===== src/rtl/seg_scan_display.sv =====
// ---------------------------------------------------------------------------
// seg_scan_display
//
// Purpose:
//   Time-multiplexed driver for a common-anode style multi-digit 7-segment
//   display. A display register holds one nibble per digit. A slot counter
//   divides CLK so that each digit gets DIV clock cycles of on-time. On every
//   slot boundary (tick) the next digit is selected and the segment pattern,
//   digit select and decimal point are registered together. Optional
//   leading-zero blanking hides digits above the highest nonzero nibble.
//
// Parameters:
//   DIGITS   - number of multiplexed digits (1..16)
//   DIV      - CLK cycles per digit slot (>= 1)
//   DOT_MASK - one bit per digit, 1 = decimal point lit on that digit
//
// Ports:
//   CLK  in   1          system clock, all state on rising edge
//   RST  in   1          asynchronous active-high reset
//   DI   in   4*DIGITS   display value, nibble k drives digit k
//   WE   in   1          load DI into the display register
//   LZB  in   1          leading-zero blanking enable
//   DO   out  7          segment pattern gfedcba, active-low
//   SHF  out  DIGITS     digit select, active-low one-hot
//   DOT  out  1          decimal point, active-low
//
// Configuration:
//   SEG_SCAN_HEX_EN - when defined, nibbles 10..15 show A,b,C,d,E,F.
//                     When undefined they are blanked (all segments off),
//                     but they still count as nonzero for blanking.
// ---------------------------------------------------------------------------
module seg_scan_display #(
  parameter int                DIGITS   = 8,
  parameter int                DIV      = 200000,
  parameter logic [DIGITS-1:0] DOT_MASK = '0
) (
  input  logic                  CLK,
  input  logic                  RST,
  input  logic [4*DIGITS-1:0]   DI,
  input  logic                  WE,
  input  logic                  LZB,
  output logic [6:0]            DO,
  output logic [DIGITS-1:0]     SHF,
  output logic                  DOT
);

  // Counter widths are clamped to one bit so DIV=1 / DIGITS=1 stay legal.
  localparam int CNT_W = (DIV > 1) ? $clog2(DIV) : 1;
  localparam int IDX_W = (DIGITS > 1) ? $clog2(DIGITS) : 1;

  localparam logic [CNT_W-1:0] CNT_LAST = CNT_W'(DIV - 1);
  localparam logic [IDX_W-1:0] IDX_LAST = IDX_W'(DIGITS - 1);

  localparam logic [6:0] SEG_BLANK = 7'b1111111;

  // State
  logic [4*DIGITS-1:0] disp_q, disp_d;
  logic [CNT_W-1:0]    cnt_q,  cnt_d;
  logic [IDX_W-1:0]    idx_q,  idx_d;
  logic [6:0]          do_q,   do_d;
  logic [DIGITS-1:0]   shf_q,  shf_d;
  logic                dot_q,  dot_d;

  // Combinational helpers
  logic                tick;
  logic [3:0]          cur_nib;
  logic                cur_dot;
  logic [IDX_W-1:0]    hi_nz;
  logic [DIGITS-1:0]   shf_sel;
  logic                blank;

  // Active-low gfedcba decode of one nibble.
  function automatic logic [6:0] seg_decode(input logic [3:0] nib);
    logic [6:0] seg;
    case (nib)
      4'h0:    seg = 7'b1000000;
      4'h1:    seg = 7'b1111001;
      4'h2:    seg = 7'b0100100;
      4'h3:    seg = 7'b0110000;
      4'h4:    seg = 7'b0011001;
      4'h5:    seg = 7'b0010010;
      4'h6:    seg = 7'b0000010;
      4'h7:    seg = 7'b1111000;
      4'h8:    seg = 7'b0000000;
      4'h9:    seg = 7'b0010000;
`ifdef SEG_SCAN_HEX_EN
      4'hA:    seg = 7'b0001000;
      4'hB:    seg = 7'b0000011;
      4'hC:    seg = 7'b1000110;
      4'hD:    seg = 7'b0100001;
      4'hE:    seg = 7'b0000110;
      4'hF:    seg = 7'b0001110;
`else
      4'hA, 4'hB, 4'hC, 4'hD, 4'hE, 4'hF: seg = SEG_BLANK;
`endif
      default: seg = SEG_BLANK;
    endcase
    return seg;
  endfunction

  // Slot counter, digit index and display register next-state.
  always_comb begin
    tick   = (cnt_q == CNT_LAST);
    cnt_d  = tick ? '0 : cnt_q + 1'b1;
    idx_d  = idx_q;
    if (tick) begin
      idx_d = (idx_q == IDX_LAST) ? '0 : idx_q + 1'b1;
    end
    disp_d = WE ? DI : disp_q;
  end

  // Selects the current nibble and dot bit, builds the one-hot select and
  // finds the highest nonzero nibble. All of this reads disp_q, so a write
  // landing in the tick cycle is not seen until the following slot.
  always_comb begin
    cur_nib = 4'h0;
    cur_dot = 1'b0;
    hi_nz   = '0;
    shf_sel = '1;
    for (int k = 0; k < DIGITS; k++) begin
      if (disp_q[4*k +: 4] != 4'h0) begin
        hi_nz = IDX_W'(k);
      end
      if (idx_q == IDX_W'(k)) begin
        cur_nib    = disp_q[4*k +: 4];
        cur_dot    = DOT_MASK[k];
        shf_sel[k] = 1'b0;
      end
    end
    // hi_nz stays 0 for an all-zero value, so digit 0 is never blanked.
    blank = LZB && (idx_q > hi_nz);
  end

  // Output registers only move on a tick so DO/SHF/DOT change together.
  always_comb begin
    do_d  = do_q;
    shf_d = shf_q;
    dot_d = dot_q;
    if (tick) begin
      do_d  = blank ? SEG_BLANK : seg_decode(cur_nib);
      shf_d = shf_sel;
      dot_d = ~cur_dot;
    end
  end

  // All state with asynchronous reset to a blanked, digit-0 restart.
  always_ff @(posedge CLK or posedge RST) begin
    if (RST) begin
      disp_q <= '0;
      cnt_q  <= '0;
      idx_q  <= '0;
      do_q   <= SEG_BLANK;
      shf_q  <= '1;
      dot_q  <= 1'b1;
    end else begin
      disp_q <= disp_d;
      cnt_q  <= cnt_d;
      idx_q  <= idx_d;
      do_q   <= do_d;
      shf_q  <= shf_d;
      dot_q  <= dot_d;
    end
  end

  assign DO  = do_q;
  assign SHF = shf_q;
  assign DOT = dot_q;

endmodule


===== config.mk =====
export PLATFORM = sky130hd
export DESIGN_NAME = seg_scan_display
export DESIGN_NICKNAME = d
export VERILOG_FILES = /design/src/rtl/seg_scan_display.sv
export SDC_FILE = /design/constraint.sdc
export NUM_CORES = 1
export LEC_CHECK = 0
export BUFFER_PORTS_ARGS = -buffer_cell sky130_fd_sc_hd__buf_2
export CAP_MARGIN = 5
export CORE_MARGIN = 1
export CORE_UTILIZATION = 35
export CTS_BUF_LIST = sky130_fd_sc_hd__clkbuf_2 sky130_fd_sc_hd__clkbuf_4 sky130_fd_sc_hd__clkbuf_8
export DETAILED_ROUTE_END_ITERATION = 12
export PLACE_DENSITY = 0.61
export SLEW_MARGIN = 25
export SYNTH_ARGS = -nofsm -noshare
export SYNTH_HDL_FRONTEND = slang
export SYNTH_SLANG_ARGS = --single-unit

===== constraint.sdc =====
create_clock -name CLK -period 4.75 [get_ports CLK]
set_input_delay 0 -clock CLK [delete_from_list [all_inputs] [get_ports CLK]]
set_output_delay 0 -clock CLK [all_outputs]
set_load 0.03 [all_outputs]

After elaboration in Yosys (flattened, before gate mapping):

Memories as Yosys holds them, arrays and structs flattened.
Index checks and enable logic that the tools add are counted.

* add/sub/neg operators: 2
* $lt $le $gt $ge: 1
* equality and inequality tests: 8
* mux-type cells: 26
* reduce and logical (&&, ||, !) cells: 9

Operators by type and width (number)
* 4-bit two-way mux: 8
* 4-bit nonzero test: 7
* 3-bit two-way mux: 7
* 18-bit by 1-bit adder with 18-bit output, second input constant: 1
* 18-bit == test, second input constant: 1
* 18-bit two-way mux: 1
* 3-bit == test, second input constant: 4
* 1-bit two-way mux: 9
* 7-bit two-way mux: 1
* 3-bit by 2-bit == test with 1-bit output, second input constant: 2
* 3-bit by 1-bit adder with 3-bit output, second input constant: 1
* 3-bit by 1-bit == test with 1-bit output, second input constant: 1
* 3-bit greater-than comparator: 1
* 3-bit zero test: 1
* 1-bit logical AND: 1

* bits in registers: 68
* memory bits (read-only): 112
* output and inout port bits: 16
* word-level logic and storage cells: 52
* memories kept: 1

Memories
* (no name shown): depth 16, bits a word 7, read ports 1, clocked after memory_dff 0, wr ports 0, RTL line 75 `case (nib)`

Logic depth before layout (Yosys ltp):

Gate-level depths: netlist (run 1).

* depth after elaboration: 11
* mapped depth: 13

Worst setup path after synthesis (run 1):

OpenSTA, ideal clock, no wires.

* path type: register -> register
* from: register idx_q[2]
* to: register do_q[3] (netlist: DO[3])
* arrival time: 2309 ps
* data required time: 4673 ps
* setup slack: 2364 ps
* stages on the path, launching flop included: 13
* buffers on the path: 3
* period minus slack after synthesis: 2386 ps
* cell sequence: dfrtp_1 > buf_4 > inv_1 > ha_1 > buf_4 > a21boi_1 > a221oi_2 > o21ai_1 > a22o_2 > or2_0 > buf_2 > nand2b_4 > a31oi_1

* longest elaborated chain between the ends: 11

RTL lines
* from (decl): RTL line 59 `logic [IDX_W-1:0] idx_q, idx_d;`
* from (signal assigned): RTL line 158 `idx_q <= idx_d;`
* 3-bit zero test: RTL line 124 `if (idx_q == IDX_W'(k)) begin`
* 4-bit two-way mux (8 in series): RTL line 124
* memory 16 x 7 bit
* 7-bit two-way mux *: RTL line 140 `do_d = blank ? SEG_BLANK : seg_decode(cur_nib);`
* to (signal assigned): RTL line 159 `do_q <= do_d;`
* to (decl): RTL line 60 `logic [6:0] do_q, do_d;`

Every way passes the cells marked *; elsewhere a longest branch is shown, timed or not.
A chain may end at the register's enable or synchronous reset.

Worst setup path after layout (run 1):

Ends and elaborated chain as after synthesis.

==> metrics, run 1 <==
Synth async-reset ratio=1.000; Primary FF master, synth=dfrtp_1; setup violators final=0; CP endpoint=DO[3]$_DFFE_PP1N_; Reg2Reg Depth=9; overflow left after global routing=0; DR vias/cell=4.934; Syn Nets=382; global-route wire length before repair=12790 µm; highest routed layer=met4; CP top delay family=compound AO/OA/AOI/OAI gates; fin area=4404 µm²; metal1 wirelength=3563 µm; final hold viol count=0; dpl cells=500; Worst setup SP type=register; total core area=9774 µm²; DP Wirelength=5423 µm; Unique masters post-synth=54; reg-to-reg slack, setup=1.60 ns; DR WL/cell=14.11 µm; CP peak stage delay=0.79 ns; status=completed; Synth Register Bits=68; Pre-antenna DRT Iters=5; Die ar.=10460 µm²; Final min period=3.150 ns; met2 routed WL=3723 µm; maximum level of the CTS H-tree=3; largest net degree at the start of global routing=69; Detailed Route WL=7745 µm; Area growth syn-to-layout=25.13%; antenna cells=0; clk sink count=68; Hold Path Class=input pin to register; non-filler cells, final=549; CP Cell Sequence=inv_1, ha_1, a21boi_1, a221oi_2, o21ai_1, a22o_2, or2_0, nand2b_4, a31oi_1; Rows=36; layout cells sized above 1=0.3077; max_slew headroom=0.4511; syn avg cell area=10.51 µm²; CTS tree=done; reg2reg start=idx_q[2]$_DFFE_PP0N_; Synth top area share=0.3768; Chip Width=102.3 µm; slowest CP cell=dfrtp_1; filler cell count=944; Overall Global Routing Usage=0.1616; EDFF count, synth=0; Synth Cell Area=3520 µm²; Critical Path End Type=register; Data required, critical path=5.02 ns; Setup CP Type=register to register; DRC viols=0; ranking of synthesized cells by area=dfrtp_1, dfstp_2, mux2_2; Vias=2709; Synth area leader=dfrtp_1; met3 wire length=363 µm; number of global-route vias before repair=2720; Nets=458; root buffer cell=clkbuf_8; Setup Skew=0.009243 ns; register area share after synthesis=0.4888; count leader, synth=dfrtp_1; fin crit share=0.6632; Initial Util=0.3601; I/O Buffers=50; start point of the critical path=idx_q[2]$_DFFE_PP0N_; WP data arrival=3.42 ns; Post-synth top cells=dfrtp_1, nor2_1, mux2_2; LEAKAGE=1.929 nW; Bufs on Longest Clock Path=2; CTS clk-pin slew, worst paths=0.07 ns; RSZ-0062 raised after global routing=false; total clock buffers created by CTS=9; Clock Latency Late Sink=0.35 ns; antenna viol nets, final=0; gpl congestion=0.8721; initial antenna violation count=0; DIE HEIGHT=102.3 µm; violation count after the first detailed-route iteration=157; Gate Count Post-Synth=335; Worst Max-Slew Pin Slew=0.8233 ns; pwr/cell area=307.8 nW/µm²; max-cap viol count=0; crit path buf inv count=1; Worst Path Max Fanout=22; VDD IR max=0.0001461 V; Warnings, synthesis=0; FMAX=317.4 MHz; setup_tns=0 ns; I/O pin count=52; critical path depth in cells=9; reg2reg end=DO[3]$_DFFE_PP1N_; Final Power=0.001356 W; Slew Viols, Final=0; placed cell areas=3820 µm²
-- state kept, by name, summed over array words and instances, names as in the netlist --
name,flops
idx_q,3
disp_q,32
DO,7
SHF,8
cnt_q,18
-- timing repair --
action / 4_1_cts / 5_1_grt
setup buffers: 0 / 0
hold buffers: 33 / 0
endpoints found under the hold margin: 85 / 0
gates resized for setup: 0 / 0
-- stage by stage --
stage	worst slack, ns	util	hold WS, ns
global placement	1.803	0.3908	0.2204
CTS	1.609	0.4506	0.1881
detailed placement	1.635	0.3908	0.2224
global route	1.326	0.4506	0.2225
floorplan	2.364	-	0.1210
finish	1.600	0.4506	0.1924
-- cell usage in the layout (no fill, tap or decap), drive strengths merged, types with 6 or more instances in the layout --
cell	instances
a21oi	19
a31oi	10
buf	52
clkbuf	12
dfrtp	53
dfstp	15
dlygate4sd3	33
ha	11
inv	17
mux2	27
nand2	26
nand3	6
nand4	6
nor2	36
nor4	7
o21ai	17
xor2	11
-- area by class of cell --
type	count	area, µm²	area share
clock buffer	12	158.9	0.03608
clock inverter	4	95.09	0.02159
inverter	17	63.81	0.01449
multi-input combinational	230	1604	0.3642
sequential	68	1720	0.3906
tap	133	166.4	0.03778
timing repair buffer	85	595.6	0.1352
-- where the power goes --
part           switching [W]  internal (W)
logic              0.0000572     0.0000719
registers          0.0000253      0.000607
clock network       0.000212      0.000383
-- worst min-delay path, delay by kind of cell --
kind / cells / cell delay, ns
AOI/OAI and AO/OA: 4 / 0.43
buffers and inverters: 1 / 0.10
-- worst min-delay path by stage --
| stage | start | end | slack, ns | cells past startpoint |
|---|---|---|---|---|
| 2_1_floorplan | DI[16] | disp_q[16]$_DFFE_PP0P_ | 0.12 | 2 |
| 3_3_place_gp | DI[21] | disp_q[21]$_DFFE_PP0P_ | 0.22 | 3 |
| 3_5_place_dp | DI[16] | disp_q[16]$_DFFE_PP0P_ | 0.22 | 3 |
| 4_1_cts | LZB | DO[2]$_DFFE_PP1N_ | 0.19 | 5 |
| 5_1_grt | LZB | DO[2]$_DFFE_PP1N_ | 0.22 | 5 |
| 6_report | LZB | DO[2]$_DFFE_PP1N_ | 0.19 | 5 |
-- routing by layer --
metal  vias to the layer above  track usage
met5                         -            0
li1                       1331            -
met2                        58       0.2628
met1                      1310       0.2127
met4                         0      0.05934
met3                        10      0.03352
-- cell families (layout without fill, tap and decap cells) --
family                   count (synthesis)  in the layout  synth area share
flip-flops                              68             68            0.4888
AND/OR/NAND/NOR                        104            104            0.1447
buffers and inverters                   37            118           0.05688
adder cells (fa/ha/maj)                 11             11           0.03910
AO/OA/AOI/OAI                           70             70            0.1401
other                                    1              1          0.001065
XOR/XNOR                                15             15           0.03732
multiplexers                            29             29           0.09207
Power figures use the tool's default switching activity.
==> inputs of run 2 (changes only) <==
==> constraint.sdc (replaced) <==
create_clock -name CLK -period 3.2 [get_ports CLK]
set_input_delay 0 -clock CLK [delete_from_list [all_inputs] [get_ports CLK]]
set_output_delay 0 -clock CLK [all_outputs]
set_load 0.03 [all_outputs]
==> metrics, run 2 (synthesized netlist as in run 1, its figures left out) <==
fin crit share=0.8600; Reg2Reg Depth=11; maximum level of the CTS H-tree=3; number of global-route vias before repair=2717; Min Hold Slack=0.2181 ns; most common cell after layout, fill and taps aside=dfrtp_1; WHS Path Cells=5; Layout Utilization=0.4493; CTS tree=done; final hold viol count=0; I/O Buffers=50; status=completed; min-delay src=LZB; antenna viol nets, final=0; Worst setup SP type=register; fin area=4392 µm²; initial antenna violation count=0; Worst Max-Slew Pin Slew=0.7820 ns; placed cell areas=3835 µm²; VDD IR max=0.0002027 V; Bufs on Longest Clock Path=2; reg-to-reg slack, setup=0.45 ns; layout cells sized above 1=0.3110; Critical Path End Type=register; max FFs per register=32; Worst Path Max Fanout=19; CTS clk-pin slew, worst paths=0.07 ns; LEAKAGE=1.926 nW; setup violators final=0; Nets=460; Rows=36; root buffer cell=clkbuf_8; gpl congestion=0.8175; antenna cells=0; clk sink count=68; reg2reg end=DO[6]$_DFFE_PP1N_; Post-CTS Resized=0; DRC viols=0; total core area=9774 µm²; Post-CTS Hold Buffers=33; post-CTS setup buffer count=0; Overall Global Routing Usage=0.1624; start point of the critical path=idx_q[1]$_DFFE_PP0N_; Data required, critical path=3.46 ns; Initial Util=0.3601; Reg with most FFs=disp_q; DP Wirelength=5478 µm; FMAX=363.4 MHz; Pre-antenna DRT Iters=5; Chip Width=102.3 µm; Slew Viols, Final=0; reg2reg start=idx_q[1]$_DFFE_PP0N_; Detailed Route WL=7660 µm; max-cap viol count=0; Vias=2717; Setup Skew=0.007207 ns; Clock Latency Late Sink=0.34 ns; Area growth syn-to-layout=24.78%; Setup CP Type=register to register; largest net degree at the start of global routing=47; CP endpoint=DO[6]$_DFFE_PP1N_; global-route wire length before repair=13070 µm; violation count after the first detailed-route iteration=175; DR WL/cell=13.90 µm; Die ar.=10460 µm²; overflow left after global routing=0; setup_tns=0 ns; Hold Path Class=input pin to register; most frequent cells in the layout=dfrtp_1, buf_2, nor2_1, dlygate4sd3_1, mux2_2; total clock buffers created by CTS=9; max_slew headroom=0.4781; DIE HEIGHT=102.3 µm; DR vias/cell=4.931; pwr/cell area=435.6 nW/µm²; Final min period=2.752 ns; WP data arrival=3.02 ns; I/O pin count=52; RSZ-0062 raised after global routing=false
[run 2: through the flow]
step                cells  power [W]  worst slack, ns
finish                551   0.001913           0.4479
global route          551   0.001997           0.2353
CTS                   551   0.001934           0.4620
detailed placement    502   0.001114           0.4818
global placement      502   0.001110           0.6299
floorplan             335   0.001057           0.8139
[run 2: cell type report]
class,count,area [µm²]
clock buffers,10,137.6
well taps,133,166.4
fillers,935,5383
repair buffers,87,610.6
flip-flops and latches,68,1720
clock inverters,6,87.58
inverters,17,65.06
multi-input cells,230,1604
[run 2: how the worst min path moves through the flow]
stage / slack (ns) / endpoint
3_5_place_dp: 0.23 / disp_q[24]$_DFFE_PP0P_
2_1_floorplan: 0.12 / disp_q[16]$_DFFE_PP0P_
6_report: 0.22 / DO[5]$_DFFE_PP1N_
5_1_grt: 0.25 / DO[6]$_DFFE_PP1N_
4_1_cts: 0.22 / DO[5]$_DFFE_PP1N_
3_3_place_gp: 0.22 / disp_q[21]$_DFFE_PP0P_
[run 2: critical path: stages (launching register included)]
cell and delay, ns:
dfrtp_1 0.42, inv_1 0.11, ha_1 0.56, a21oi_1 0.14, a2111oi_0 0.42, o221ai_1 0.23, o211ai_2 0.16, ha_1 0.20
inv_1 0.05, mux2i_1 0.13, mux2i_1 0.10, a21oi_1 0.17
[run 2: report_power, final]
group | switching [W] | leakage [nW] | total (W) | internal [W]
clock | 0.000327 | 0.116 | 0.000786 | 0.000460
combinational | 0.0000840 | 0.998 | 0.000191 | 0.000107
sequential | 0.0000357 | 0.812 | 0.000936 | 0.000900
total | 0.000446 | 1.93 | 0.00191 | 0.00147
[run 2: metal layers]
layer | global-route usage | routed length (µm) | vias up
met4 | 0.06593 | 128 | 0
met3 | 0.02531 | 323 | 11
met2 | 0.2571 | 3619 | 64
li1 | - | - | 1338
met5 | 0 | 0 | -
met1 | 0.2224 | 3589 | 1304
